**src/rtl/ahb_pkg.sv**
```systemverilog
// Shared AHB-Lite encodings for the two-master arbiter: transfer types, responses, master IDs.
package ahb_pkg;

  typedef enum logic [1:0] {
    HTRANS_IDLE   = 2'b00,
    HTRANS_BUSY   = 2'b01,
    HTRANS_NONSEQ = 2'b10,
    HTRANS_SEQ    = 2'b11
  } htrans_e;

  localparam logic HRESP_OKAY  = 1'b0;
  localparam logic HRESP_ERROR = 1'b1;

  localparam logic MASTER_M0 = 1'b0;
  localparam logic MASTER_M1 = 1'b1;

  // SEQ and BUSY both mean the owner is mid-burst and must keep the bus.
  function automatic logic burst_cont(input logic [1:0] trans);
    return (trans == HTRANS_SEQ) || (trans == HTRANS_BUSY);
  endfunction

endpackage

```
**src/rtl/ahblite_arb_grant.sv**
```systemverilog
// Combinational grant decision for the two-master arbiter.
// Build option AHB_ARB_ROUND_ROBIN_EN alternates grants on contention; default is fixed M0 priority.
module ahblite_arb_grant
  import ahb_pkg::*;
(
  input  logic [1:0] m0_htrans_i,
  input  logic [1:0] m1_htrans_i,
  input  logic       last_owner_i,
  output logic       grant_o
);

  logic       req0_s;
  logic       req1_s;
  logic [1:0] owner_trans_s;

  // Burst lock first, then single requester, then contention, else park.
  always_comb begin
    req0_s        = m0_htrans_i[1];
    req1_s        = m1_htrans_i[1];
    owner_trans_s = (last_owner_i == MASTER_M1) ? m1_htrans_i : m0_htrans_i;
    grant_o       = last_owner_i;
    if (burst_cont(owner_trans_s)) begin
      grant_o = last_owner_i;
    end else if (req0_s && !req1_s) begin
      grant_o = MASTER_M0;
    end else if (req1_s && !req0_s) begin
      grant_o = MASTER_M1;
    end else if (req0_s && req1_s) begin
`ifdef AHB_ARB_ROUND_ROBIN_EN
      grant_o = ~last_owner_i;
`else
      grant_o = MASTER_M0;
`endif
    end else begin
      grant_o = last_owner_i;
    end
  end

endmodule

```
**src/rtl/ahblite_master_arbiter.sv**
```systemverilog
// Two-master AHB-Lite arbiter: zero-latency address-phase grant plus data-phase return routing.
// Optional build macro AHB_ARB_ROUND_ROBIN_EN selects round-robin contention (see ahblite_arb_grant).
module ahblite_master_arbiter
  import ahb_pkg::*;
#(
  parameter int ADDR_W = 32,
  parameter int DATA_W = 32
) (
  input  logic              HCLK,
  input  logic              HRESETn,
  input  logic [1:0]        M0_HTRANS,
  input  logic [ADDR_W-1:0] M0_HADDR,
  input  logic              M0_HWRITE,
  input  logic [2:0]        M0_HSIZE,
  input  logic [DATA_W-1:0] M0_HWDATA,
  output logic              M0_HREADY,
  output logic [DATA_W-1:0] M0_HRDATA,
  output logic              M0_HRESP,
  input  logic [1:0]        M1_HTRANS,
  input  logic [ADDR_W-1:0] M1_HADDR,
  input  logic              M1_HWRITE,
  input  logic [2:0]        M1_HSIZE,
  input  logic [DATA_W-1:0] M1_HWDATA,
  output logic              M1_HREADY,
  output logic [DATA_W-1:0] M1_HRDATA,
  output logic              M1_HRESP,
  output logic [1:0]        HTRANS,
  output logic [ADDR_W-1:0] HADDR,
  output logic              HWRITE,
  output logic [2:0]        HSIZE,
  output logic [DATA_W-1:0] HWDATA,
  input  logic              HREADY,
  input  logic              HRESP,
  input  logic [DATA_W-1:0] HRDATA,
  output logic              HMASTER
);

  logic last_owner_q, last_owner_d;
  logic dp_owner_q, dp_owner_d;
  logic dp_valid_q, dp_valid_d;
  logic arb_grant_s;
  logic grant_s;
  logic resp_s;

  ahblite_arb_grant u_grant (
    .m0_htrans_i (M0_HTRANS),
    .m1_htrans_i (M1_HTRANS),
    .last_owner_i(last_owner_q),
    .grant_o     (arb_grant_s)
  );

  // Ownership may only move on an accepted cycle; a stalled bus keeps the current owner.
  always_comb begin
    grant_s = last_owner_q;
    if (HREADY) begin
      grant_s = arb_grant_s;
    end else begin
      grant_s = last_owner_q;
    end
  end

  // Address/control follow the grant; write data follows the data-phase owner.
  always_comb begin
    HMASTER = grant_s;
    if (grant_s == MASTER_M1) begin
      HTRANS = M1_HTRANS;
      HADDR  = M1_HADDR;
      HWRITE = M1_HWRITE;
      HSIZE  = M1_HSIZE;
    end else begin
      HTRANS = M0_HTRANS;
      HADDR  = M0_HADDR;
      HWRITE = M0_HWRITE;
      HSIZE  = M0_HSIZE;
    end
    if (dp_owner_q == MASTER_M1) begin
      HWDATA = M1_HWDATA;
    end else begin
      HWDATA = M0_HWDATA;
    end
  end

  // A requester that lost arbitration is stalled so it holds its address phase.
  always_comb begin
    resp_s    = (dp_valid_q && (HRESP == HRESP_ERROR)) ? HRESP_ERROR : HRESP_OKAY;
    M0_HRDATA = HRDATA;
    M1_HRDATA = HRDATA;
    if ((grant_s != MASTER_M0) && M0_HTRANS[1]) begin
      M0_HREADY = 1'b0;
    end else begin
      M0_HREADY = HREADY;
    end
    if ((grant_s != MASTER_M1) && M1_HTRANS[1]) begin
      M1_HREADY = 1'b0;
    end else begin
      M1_HREADY = HREADY;
    end
    if (dp_owner_q == MASTER_M1) begin
      M0_HRESP = HRESP_OKAY;
      M1_HRESP = resp_s;
    end else begin
      M0_HRESP = resp_s;
      M1_HRESP = HRESP_OKAY;
    end
  end

  // Next-state: the granted address phase becomes the data phase on an accepted cycle.
  always_comb begin
    last_owner_d = last_owner_q;
    dp_owner_d   = dp_owner_q;
    dp_valid_d   = dp_valid_q;
    if (HREADY) begin
      last_owner_d = grant_s;
      dp_owner_d   = grant_s;
      dp_valid_d   = HTRANS[1];
    end else begin
      last_owner_d = last_owner_q;
      dp_owner_d   = dp_owner_q;
      dp_valid_d   = dp_valid_q;
    end
  end

  // Ownership state registers.
  always_ff @(posedge HCLK or negedge HRESETn) begin
    if (!HRESETn) begin
      last_owner_q <= MASTER_M0;
      dp_owner_q   <= MASTER_M0;
      dp_valid_q   <= 1'b0;
    end else begin
      last_owner_q <= last_owner_d;
      dp_owner_q   <= dp_owner_d;
      dp_valid_q   <= dp_valid_d;
    end
  end

endmodule

```
**config.mk**
```make
export PLATFORM = sky130hd
export DESIGN_NAME = ahblite_master_arbiter
export DESIGN_NICKNAME = d
export VERILOG_FILES = /design/src/rtl/ahb_pkg.sv /design/src/rtl/ahblite_arb_grant.sv /design/src/rtl/ahblite_master_arbiter.sv
export SDC_FILE = /design/constraint.sdc
export NUM_CORES = 1
export LEC_CHECK = 0
export ABC_AREA = 1
export ABC_CLOCK_PERIOD_IN_PS = 2350
export BUFFER_PORTS_ARGS = -buffer_cell sky130_fd_sc_hd__buf_2
export CORE_AREA = 2 2 121 123
export CTS_CLUSTER_SIZE = 12
export DETAILED_ROUTE_END_ITERATION = 6
export DIE_AREA = 0 0 123 125
export SKIP_LAST_GASP = 1
export SYNTH_ARGS = -nofsm -noshare
export SYNTH_HDL_FRONTEND = slang
export SYNTH_SLANG_ARGS = --single-unit
```
**constraint.sdc**
```tcl
create_clock -name HCLK -period 2.35 [get_ports HCLK]
set_clock_uncertainty 0.15 [all_clocks]
set_input_delay 0.705 -clock HCLK [delete_from_list [all_inputs] [get_ports HCLK]]
set_output_delay 0.705 -clock HCLK [all_outputs]
set_load 0.02 [all_outputs]
```
== After elaboration in Yosys (flattened, before gate mapping) ==
Index checks and enable logic that the tools add are counted.

* Flip-flop bits (word level): 2
* Input bits: 176
* Output and inout bits: 139
* Logic and storage cells: 30

* Eq/ne operators: 2
* Multiplexer cells: 16
* Bitwise operators: 1
* Reductions and logical operators: 9

{| class="wikitable"
|+ Operators with widths
! cell !! count
|-
| 2-to-1 mux 32 bit || 2
|-
| 2-to-1 mux 1 bit || 11
|-
| logical AND 1 bit || 6
|-
| 2-to-1 mux 2 bit || 2
|-
| 2-to-1 mux 3 bit || 1
|-
| == test 2 x 1 -> 1 bit (second input constant) || 1
|-
| == test 2 bit (second input constant) || 1
|-
| zero test 1 bit || 2
|-
| logical OR 1 bit || 1
|-
| NOT 1 bit || 1
|}

== Logic depth before layout (Yosys ltp) ==
Gate-level depths: netlist (run 1).

* Word-level depth: 9
* Depth in mapped cells: 8
* Depth with buffers taken out: 8

== Cells and area by module ==
Synthesis (run 1) repeated with hierarchy kept, for this count alone.

* Cells, all modules: 322
* Area total of the unflattened synthesis: 1,589.0 um2

{| class="wikitable"
|+ By module, submodules not included
! module !! instances !! cells an instance !! area an instance (um2) !! sequential area each (um2)
|-
| ahblite_master_arbiter || 1 || 315 || 1,561.5 || 50.0
|-
| ahblite_arb_grant || 1 || 7 || 27.5 || 0.0
|}

== Worst setup path before layout (run 1) ==
OpenSTA, ideal clock, no wires.

* Path kind: in2out
* Start: in M1_HTRANS[0]
* End: out M0_HREADY
* Arrival: 1.532 ns
* Required time: 1.495 ns
* Slack: -0.037 ns
* Stages: 6
* Buffers on the path: 1
* Path through: inv_1 nand3_1 nand2_2 nand2_4 buf_4 a21oi_1

* Longest elaborated chain between the ends: 7
* Elaborated cells between the ends (all ways): 8
* Classes of those cells: eq/ne (2); mux (4); reduce/logical (2)

{| class="wikitable"
|+ Ends and longest elaborated chain
! element !! RTL line !! RTL
|-
| from (decl) || ahblite_master_arbiter.sv:19 || <nowiki>input logic [1:0] M1_HTRANS,</nowiki>
|-
| 2-to-1 mux 2 bit * || ahblite_arb_grant.sv:20 || <nowiki>owner_trans_s = (last_owner_i == MASTER_M1) ? m1_htrans_i : m0_htrans_i;</nowiki>
|-
| == test 2 bit or == test 2 x 1 -> 1 bit (tied branches) || ahb_pkg.sv:19 || <nowiki>return (trans == HTRANS_SEQ) || (trans == HTRANS_BUSY);</nowiki>
|-
| logical OR 1 bit * || ahb_pkg.sv:19 ||
|-
| 2-to-1 mux 1 bit * || ahblite_arb_grant.sv:22 || <nowiki>if (burst_cont(owner_trans_s)) begin</nowiki>
|-
| 2-to-1 mux 1 bit * || ahblite_master_arbiter.sv:55 || <nowiki>if (HREADY) begin</nowiki>
|-
| named net HMASTER || ahblite_master_arbiter.sv:35 || <nowiki>output logic HMASTER</nowiki>
|-
| logical AND 1 bit * || ahblite_master_arbiter.sv:88 || <nowiki>if ((grant_s != MASTER_M0) && M0_HTRANS[1]) begin</nowiki>
|-
| 2-to-1 mux 1 bit * || ahblite_master_arbiter.sv:88 ||
|-
| to (decl) || ahblite_master_arbiter.sv:16 || <nowiki>output logic M0_HREADY,</nowiki>
|}

Mark *: on every way through the listed nets, which the timed path passes. The rest lies on a longest branch.

== Worst setup path in the final report (run 1) ==
* Start: in HREADY
* End: out HADDR[10]

* Longest elaborated chain between the ends: 2

{| class="wikitable"
|+ Ends and longest elaborated chain
! element !! RTL line !! RTL
|-
| from (decl) || ahblite_master_arbiter.sv:32 || <nowiki>input logic HREADY,</nowiki>
|-
| 2-to-1 mux 1 bit || ahblite_master_arbiter.sv:55 ||
|-
| 2-to-1 mux 32 bit || ahblite_master_arbiter.sv:65 || <nowiki>if (grant_s == MASTER_M1) begin</nowiki>
|-
| to (decl) || ahblite_master_arbiter.sv:28 || <nowiki>output logic [ADDR_W-1:0] HADDR,</nowiki>
|}

Every way passes these cells.

==> metrics, run 1 <==
vias 2489; number of CTS-inserted buffers 3; transition time at the pin with the least slew margin roughly 0.28 ns; Post-Syn Nets a little under 500; remaining number of nets flagged by the antenna check after routing 0; flip-flop and latch count after synthesis 2; horizontal extent of the die about 120 um; failing checks negative setup slack; Total Nets Final between 600 and 700; portion of synthesized cell area occupied by the leading cell type 0.365; count of placed standard cells including taps 650; proportion of synthesized chip area in sequential cells 0.0278; total global-route track usage 0.0856; length of the first detailed-routing pass in iterations 4; Met2 Routed Length ~3.7 mm; CP max stage cell sky130_fd_sc_hd__buf_6; combined area of the multi-input logic cells approximately 1200 um2; post-synthesis average cell area roughly 5.7 um2; worst min-delay path class input port to asynchronous set/reset pin; routed len/inst about 12 um; initial antenna violation count 0; minimum hold slack between 0.1 and 0.15 ns; DR WL met3 around 1.1 mm; cell breakdown of the critical path buf_8 > inv_4 > nor2_4 > nand2_4 > nand2_8 > buf_6 > nand2_1 > nand2_1 > buf_4; endpoint class of the critical path primary output; via count of the first global-routing pass 2128; TritonCTS Sinks 2; Sequential cell area 51.3 um2; count of warnings emitted by yosys 0; Crit path largest cell delay ~0.16 ns; leakage power of the design approximately 2.0 nW; Final period util 1.05; critical path start-end classification input port to primary output; initial standard-cell utilization of the core 0.127; routability congestion estimate from global placement 0.758; Ports between 300 and 400; power density relative to cell area 494 nW/um2; setup TNS -3.40 ns; height of the die about 130 um; Final setup viols between 40 and 50; maximum number of pins on one net before global-route repair 33; relative slew slack 0.814; top achievable clock speed between 400 and 500 MHz; library cell with the largest summed area after synthesis sky130_fd_sc_hd__nand2_1; setup repair after global routing missed its margin yes; final worst-path setup slack -0.119 ns; post-route insts no fill 660; fraction of final layout cells sized beyond drive strength 1 0.666; largest cells by area after synthesis sky130_fd_sc_hd__nand2_1 37%, sky130_fd_sc_hd__buf_4 28%, sky130_fd_sc_hd__nand3_2 16%; uppermost routed layer met4; cell area after technology mapping around 1800 um2; endpoint arrival time on the critical path between 1.5 and 2 ns; most used cell along the critical path sky130_fd_sc_hd__nand2_1; routed length on met1 3.19 mm; half-perimeter wire length after detailed placement 5.83 mm; Primary FF master, synth sky130_fd_sc_hd__dfrtp_1; remaining global-route overflow 0; synthesis-to-layout area growth 80.7%; maximum fanout count along the critical path 7; area of the core region about 14000 um2; number of remaining DRC errors 0; antenna cell count 0; number of buffers inserted by port buffering between 200 and 250; number of buffers on the longest clock path 2; most common cell after layout, fill and taps aside sky130_fd_sc_hd__buf_2; hold violation count in the final report 0; EDFF count, synth 0; number of hold buffers added after CTS 0; Synth cell types 19; reg-to-reg setup timing slack 0.76 ns; clock-pin transition on the worst setup and hold timing paths around 0.03 ns; share of the core filled with cells 0.229; clock tree from TritonCTS yes; required time at the worst-slack endpoint ~1.5 ns; highest-count cells in the layout ignoring fill and taps 172 x sky130_fd_sc_hd__buf_2, 147 x sky130_fd_sc_hd__nand2_1, 39 x sky130_fd_sc_hd__buf_6, 29 x sky130_fd_sc_hd__nand3_2, 25 x sky130_fd_sc_hd__nand2_2; number of max-cap violations 0; pins over their slew limit 0; kind of launch point of the worst setup path input port; Root Buffer sky130_fd_sc_hd__clkbuf_16; Via-to-Cell Ratio roughly 3.8; die footprint 15400 um2; worst-case vdd ir drop roughly 0.00016 V; placement row count 44; routed wire length 8.17 mm; drt initial violations 56; outcome finished, violations left; share of async-settable or async-resettable flops after synthesis 1.00; clock latency at the later pin of the worst-skew pair roughly 0.22 ns; first-pass GRT wire length around 10 mm; min Tclk post-route around 2.5 ns; number of cells traversed by the worst register-to-register path 8; synthesized instance count 315; count of H-tree levels built during CTS 1; Filler Cell Count ~1600
## cell usage after synthesis, types with 2 or more instances
master                     count
sky130_fd_sc_hd__nand2_1     175
sky130_fd_sc_hd__buf_4        66
sky130_fd_sc_hd__nand3_2      29
sky130_fd_sc_hd__nand3_1       8
sky130_fd_sc_hd__inv_1         6
sky130_fd_sc_hd__buf_12        5
sky130_fd_sc_hd__buf_2         5
sky130_fd_sc_hd__buf_6         3
sky130_fd_sc_hd__clkbuf_1      3
sky130_fd_sc_hd__a21oi_1       2
sky130_fd_sc_hd__dfrtp_1       2
sky130_fd_sc_hd__nand2_2       2
sky130_fd_sc_hd__nor2_1        2
sky130_fd_sc_hd__nor3_1        2
## per-layer routing
layer  GRT usage  vias up
li1            -     1222
met1      0.0993     1046
met2       0.138      205
met3      0.0365       16
met4      0.0341        0
met5           0        -
## per-stage QoR
stage / total power [mW] / area (um2) / setup WS, ns
after floorplan: 0.843 / 1810 / 0.0486
after global placement: 1.07 / 2630 / -0.291
final: 1.61 / 3250 / -0.119
after global routing: 1.73 / 3250 / -0.184
after CTS: 1.41 / 2870 / -0.127
after detailed placement: 1.07 / 2630 / -0.267
## area by class of cell
class | count | area share
Timing Repair Buffer | 241 | 0.509
Clock buffer | 3 | 0.0231
Inverter | 7 | 0.00962
Multi-Input combinational cell | 223 | 0.372
Tap cell | 184 | 0.0708
Sequential cell | 2 | 0.0158
## flip-flops by register name (all words and copies together), names as in the netlist
| signal | flops |
|---|---|
| dp_owner_q | 1 |
| dp_valid_q | 1 |
## critical path, delay by kind of cell
kind / cells / cell delay [ns]
buffers and inverters: 4 / 0.43
and+or+nand+nor: 5 / 0.48
## cell families after synthesis
group,Yosys count,synth area share
buffers and inverters,90,0.389
and+or+nand+nor,220,0.575
DFF,2,0.0278
AOI/OAI and AO/OA,3,0.00834
## final timing paths
check,from,end
max reg2reg,dp_owner_q$_DFFE_PN0P_,dp_valid_q$_DFFE_PN0P_
min,HRESETn,dp_valid_q$_DFFE_PN0P_
max in group asynchronous,HRESETn,dp_owner_q$_DFFE_PN0P_
min in group HCLK,dp_valid_q$_DFFE_PN0P_,dp_valid_q$_DFFE_PN0P_
min reg2reg,dp_valid_q$_DFFE_PN0P_,dp_valid_q$_DFFE_PN0P_
max,HREADY,HADDR[10]
## timing repair
item,in CTS,in global routing
gates resized for setup,37,99
setup endpoints to repair,41,42
buffers inserted,1,1
gates cloned,1,4
pin swaps,2,16
## power by group
group	switching, mW	leakage (nW)	internal, mW
sequential	0.0142	0.0235	0.0406
combinational	0.720	1.90	0.578
clock	0.0390	0.0370	0.216
total	0.773	1.96	0.835
Power figures use the tool's default switching activity.
==> inputs of run 2 (changes only) <==
--- a/config.mk
+++ b/config.mk
@@ -12,6 +12,8 @@
 export CTS_CLUSTER_SIZE = 12
 export DETAILED_ROUTE_END_ITERATION = 6
 export DIE_AREA = 0 0 123 125
+export RECOVER_POWER = 25
+export REMOVE_ABC_BUFFERS = 1
 export SKIP_LAST_GASP = 1
 export SYNTH_ARGS = -nofsm -noshare
 export SYNTH_HDL_FRONTEND = slang
==> metrics, run 2 (same netlist as run 1, synthesis figures left out) <==
fraction of final layout cells sized beyond drive strength 1 0.724; routed len/inst between 15 and 20 um; via count of the first global-routing pass between 2000 and 3000; critical path start-end classification input port to primary output; post-route insts no fill approximately 670; leakage power of the design 2.17 nW; TritonCTS Sinks 2; number of buffers inserted by port buffering about 220; routed wire length roughly 12 mm; length of the first detailed-routing pass in iterations 6; min Tclk post-route around 2.5 ns; vias around 2700; Via-to-Cell Ratio roughly 4; Total Nets Final around 660; die footprint around 15000 um2; worst-case vdd ir drop roughly 0.00020 V; final worst-path setup slack -0.133 ns; switching share of power 0.472; number of max-cap violations 0; Worst path top cell family by delay buffers and inverters; Crit path largest cell delay 0.18 ns; power density relative to cell area approximately 480 nW/um2; Root Buffer sky130_fd_sc_hd__clkbuf_16; endpoint class of the critical path primary output; Final setup viols 40; total global-route track usage 0.118; endpoint arrival time on the critical path roughly 1.6 ns; required time at the worst-slack endpoint around 1.5 ns; clock tree from TritonCTS yes; CP max stage cell sky130_fd_sc_hd__clkbuf_16; number of remaining DRC errors 0; outcome finished, violations left; height of the die 125 um; Comb power frac 0.830; number of CTS-inserted buffers 3; worst min-delay path class input port to asynchronous set/reset pin; Total Power 1.80 mW; failing checks negative setup slack; number of buffers on the longest clock path 2; remaining global-route overflow 0; cell breakdown of the critical path buf_8 > inv_4 > nor2_4 > nand2_4 > buf_12 > clkbuf_16 > nand3_2 > nand2_2 > buf_6; net switching component of the power between 800 and 900 uW; drt initial violations 74; count of placed standard cells including taps 649; transition time at the pin with the least slew margin between 0.2 and 0.25 ns; top achievable clock speed slightly above 400 MHz; Ports 315; count of H-tree levels built during CTS 1; setup repair after global routing missed its margin yes; remaining number of nets flagged by the antenna check after routing 0; clock latency at the later pin of the worst-skew pair 0.22 ns; clock-pin transition on the worst setup and hold timing paths ~0.030 ns; maximum number of pins on one net before global-route repair 34; initial antenna violation count 1; most common cell after layout, fill and taps aside sky130_fd_sc_hd__buf_2; initial standard-cell utilization of the core 0.127; number of hold buffers added after CTS 0; kind of launch point of the worst setup path input port; Final period util 1.06; relative slew slack 0.862; area of the core region about 14000 um2; share of the core filled with cells 0.264; hold violation count in the final report 0; maximum fanout count along the critical path 8; first-pass GRT wire length between 10 and 15 mm; half-perimeter wire length after detailed placement ~8 mm; fraction of power consumed by sequential logic 0.026; top flop regs dp_owner_q: 1 flops, dp_valid_q: 1 flops; pins over their slew limit 0; highest-count cells in the layout ignoring fill and taps 170 x sky130_fd_sc_hd__buf_2, 128 x sky130_fd_sc_hd__nand2_1, 47 x sky130_fd_sc_hd__buf_6, 37 x sky130_fd_sc_hd__nand2_2, 27 x sky130_fd_sc_hd__nand3_2; routability congestion estimate from global placement roughly 0.76; horizontal extent of the die 123 um; setup TNS -3.75 ns; synthesis-to-layout area growth 108%; Int Pwr approximately 950 uW; portion of total power attributed to the clock network 0.144; reg-to-reg setup timing slack 0.96 ns; placement row count 44; Buf+Inv Stages, Crit Path 5
## run 2: cell types whose count changed in the layout (fill, tap and decap cells not counted), sizes merged
cell    before  now
buf        238  244
clkbuf       6   10
diode        0    1
## run 2: timing repair
| item | 4_1_cts | 5_1_grt |
|---|---|---|
| cloned | 4 | 8 |
| pin swaps | 13 | 40 |
| resized for setup | 125 | 81 |
| endpoints found under the setup margin | 43 | 74 |
| setup buffers | 4 | 3 |
## run 2: per-layer routing
layer | GRT usage | share of wire | up-vias
met5 | 0.0658 | 0.0068 | -
met4 | 0.0147 | 0.014 | 2
met3 | 0.0826 | 0.18 | 14
met2 | 0.197 | 0.47 | 273
met1 | 0.120 | 0.33 | 1157
li1 | - | - | 1247
## run 2: final cells by class
class | count | area (um2)
antenna | 1 | 2.50
inverter | 7 | 38.8
tap | 184 | 230
sequential | 2 | 51.3
clock buffer | 3 | 75.1
fill | 1552 | 10500
multi-input combinational | 223 | 1390
timing repair buffer | 251 | 1960
## run 2: path summary, 6_finish.rpt
kind / start / endpoint / depth (start not counted)
max in group asynchronous: HRESETn / dp_owner_q$_DFFE_PN0P_ / 1
max reg2reg: dp_owner_q$_DFFE_PN0P_ / dp_valid_q$_DFFE_PN0P_ / 8
max: HREADY / HSIZE[0] / 9
min in group HCLK: dp_valid_q$_DFFE_PN0P_ / dp_valid_q$_DFFE_PN0P_ / 2
min reg2reg: dp_valid_q$_DFFE_PN0P_ / dp_valid_q$_DFFE_PN0P_ / 2
min: HRESETn / dp_valid_q$_DFFE_PN0P_ / 1
## run 2: power groups by stage
stage	clock network, mW	logic (mW)	registers (mW)
2_1_floorplan	0	0.555	0.0595
3_3_place_gp	0	1.03	0.0463
3_5_place_dp	0	1.03	0.0459
4_1_cts	0.262	1.30	0.0489
5_1_grt	0.262	1.60	0.0485
6_report	0.258	1.49	0.0472
## run 2: per-stage QoR
| stage | hold WS, ns | setup slack [ns] | instance area, um2 |
|---|---|---|---|
| 6_report | 0.118 | -0.133 | 3750 |
| 5_1_grt | 0.127 | -0.166 | 3740 |
| 4_1_cts | 0.112 | -0.134 | 3230 |
| 3_5_place_dp | 0.316 | -0.296 | 2610 |
| 3_3_place_gp | 0.316 | -0.311 | 2610 |
| 2_1_floorplan | 0.259 | -0.922 | 1130 |
==> inputs of run 3 (changes only) <==
--- a/config.mk
+++ b/config.mk
@@ -8,10 +8,13 @@
 export ABC_AREA = 1
 export ABC_CLOCK_PERIOD_IN_PS = 2350
 export BUFFER_PORTS_ARGS = -buffer_cell sky130_fd_sc_hd__buf_2
-export CORE_AREA = 2 2 121 123
+export CELL_PAD_IN_SITES_DETAIL_PLACEMENT = 0
+export CELL_PAD_IN_SITES_GLOBAL_PLACEMENT = 1
+export CORE_AREA = 2 2 123 125
 export CTS_CLUSTER_SIZE = 12
 export DETAILED_ROUTE_END_ITERATION = 6
-export DIE_AREA = 0 0 123 125
+export DIE_AREA = 0 0 125 127
+export PLACE_DENSITY_LB_ADDON = 0.1
 export RECOVER_POWER = 25
 export REMOVE_ABC_BUFFERS = 1
 export SKIP_LAST_GASP = 1
==> metrics, run 3 (same netlist as run 1, synthesis figures left out) <==
worst-case vdd ir drop approximately 0.00022 V; CP max stage cell sky130_fd_sc_hd__clkbuf_16; fraction of power consumed by sequential logic 0.027; most common cell after layout, fill and taps aside sky130_fd_sc_hd__buf_2; Final setup viols 39; Int Pwr ~910 uW; outcome finished, violations left; worst min-delay path class input port to asynchronous set/reset pin; leakage power of the design ~2.1 nW; transition time at the pin with the least slew margin 0.363 ns; height of the die roughly 130 um; number of buffers on the longest clock path 2; required time at the worst-slack endpoint about 1.5 ns; DR WL met3 between 2 and 2.5 mm; cell breakdown of the critical path buf_6 > inv_4 > nand3_4 > nand2_4 > buf_12 > clkbuf_16 > nand3_2 > nand2_1 > buf_6; routability congestion estimate from global placement 0.775; initial standard-cell utilization of the core 0.125; number of buffers inserted by port buffering roughly 220; routed wire length approximately 12 mm; Via-to-Cell Ratio slightly above 4; placed cell areas ~2600 um2; drt initial violations 53; total global-route track usage 0.123; half-perimeter wire length after detailed placement 8.09 mm; clock latency at the later pin of the worst-skew pair between 0.2 and 0.25 ns; number of remaining DRC errors 0; maximum fanout count along the critical path 8; worst reg2reg path endpoint dp_valid_q$_DFFE_PN0P_; final worst-path setup slack -0.119 ns; share of the core filled with cells 0.251; clock-pin transition on the worst setup and hold timing paths about 0.030 ns; Buf+Inv Stages, Crit Path 5; net switching component of the power roughly 800 uW; via count of the first global-routing pass roughly 2600; remaining number of nets flagged by the antenna check after routing 0; die footprint 15900 um2; Worst path top cell family by delay buffers and inverters; initial antenna violation count 0; power density relative to cell area 471 nW/um2; placement row count between 40 and 50; Met2 Routed Length 5.10 mm; top flop regs dp_owner_q: 1 flops, dp_valid_q: 1 flops; kind of launch point of the worst setup path input port; switching share of power 0.468; first-pass GRT wire length 15.1 mm; highest-count cells in the layout ignoring fill and taps 173 x sky130_fd_sc_hd__buf_2, 146 x sky130_fd_sc_hd__nand2_1, 33 x sky130_fd_sc_hd__buf_6, 27 x sky130_fd_sc_hd__nand3_2, 26 x sky130_fd_sc_hd__nand2_2; pins over their slew limit 0; setup repair after global routing missed its margin yes; Final period util 1.05; critical path start-end classification input port to primary output; Comb power frac 0.826; antenna cell count 0; Total Nets Final ~660; pre-CTS setup slack -0.218 ns; length of the first detailed-routing pass in iterations 4; area of the core region 14400 um2; reg-to-reg setup timing slack 1.02 ns; endpoint arrival time on the critical path 1.61 ns; number of hold buffers added after CTS 0; count of H-tree levels built during CTS 1; horizontal extent of the die roughly 130 um; failing checks negative setup slack; number of max-cap violations 0; Total Power 1.71 mW; number of cells traversed by the worst register-to-register path 7; most used cell along the critical path sky130_fd_sc_hd__buf_6; fraction of final layout cells sized beyond drive strength 1 0.676; relative slew slack 0.758; portion of total power attributed to the clock network 0.147; vias 2700; uppermost routed layer met5; top achievable clock speed just over 400 MHz; clock tree from TritonCTS yes; number of CTS-inserted buffers 3; synthesis-to-layout area growth 102%; min Tclk post-route between 2 and 2.5 ns; remaining global-route overflow 0; summed area of non-filler cells in the final layout 3630 um2; TritonCTS Sinks 2; Crit path largest cell delay 0.17 ns; worst r2r src dp_owner_q$_DFFE_PN0P_; Root Buffer sky130_fd_sc_hd__clkbuf_16; Ports around 320; hold violation count in the final report 0; endpoint class of the critical path primary output; maximum number of pins on one net before global-route repair 34; routed length on met1 approximately 4.0 mm; routed len/inst 17.3 um
## run 3: repair_timing
| action | 4_1_cts | 5_1_grt |
|---|---|---|
| pin swaps | 5 | 20 |
| setup endpoints to repair | 41 | 40 |
| cloned | 5 | 8 |
| buffers inserted | 4 | 1 |
| gates resized for setup | 71 | 88 |
## run 3: cell type report
class / count / area (um2)
sequential: 2 / 50.0
inverter: 7 / 38.8
clock buffer: 3 / 75.1
fill: 1636 / 10800
multi-input combinational: 223 / 1290
tap: 184 / 230
timing repair buffer: 250 / 1950
## run 3: stage by stage
stage | std cells | TNS [ns] | hold WS [ns]
3_5_place_dp | 648 | -6.82 | 0.329
4_1_cts | 660 | -3.89 | 0.120
5_1_grt | 669 | -5.75 | 0.128
2_1_floorplan | 232 | -35.88 | 0.259
6_report | 669 | -3.57 | 0.128
3_3_place_gp | 648 | -7.08 | 0.322
## run 3: worst max path at each step
stage,from,to,slack (ns),depth (start not counted)
floorplan,dp_owner_q$_DFFE_PN0P_,HTRANS[0],-0.92,4
global route,HREADY,HADDR[16],-0.18,9
CTS,M1_HTRANS[0],HADDR[0],-0.14,9
finish,M1_HTRANS[0],HADDR[15],-0.12,9
detailed placement,HREADY,HADDR[0],-0.22,8
global placement,HREADY,HADDR[0],-0.23,8
## run 3: power groups by stage
stage | logic, mW | registers (mW) | clock network [mW]
2_1_floorplan | 0.555 | 0.0595 | 0
6_report | 1.41 | 0.0456 | 0.252
3_3_place_gp | 1.07 | 0.0452 | 0
5_1_grt | 1.52 | 0.0463 | 0.265
4_1_cts | 1.20 | 0.0455 | 0.258
3_5_place_dp | 1.05 | 0.0450 | 0
## run 3: layer usage
metal | track usage | vias to the layer above
met2 | 0.187 | 279
met4 | 0.0131 | 2
li1 | - | 1243
met1 | 0.125 | 1170
met5 | 0.0526 | -
met3 | 0.118 | 6
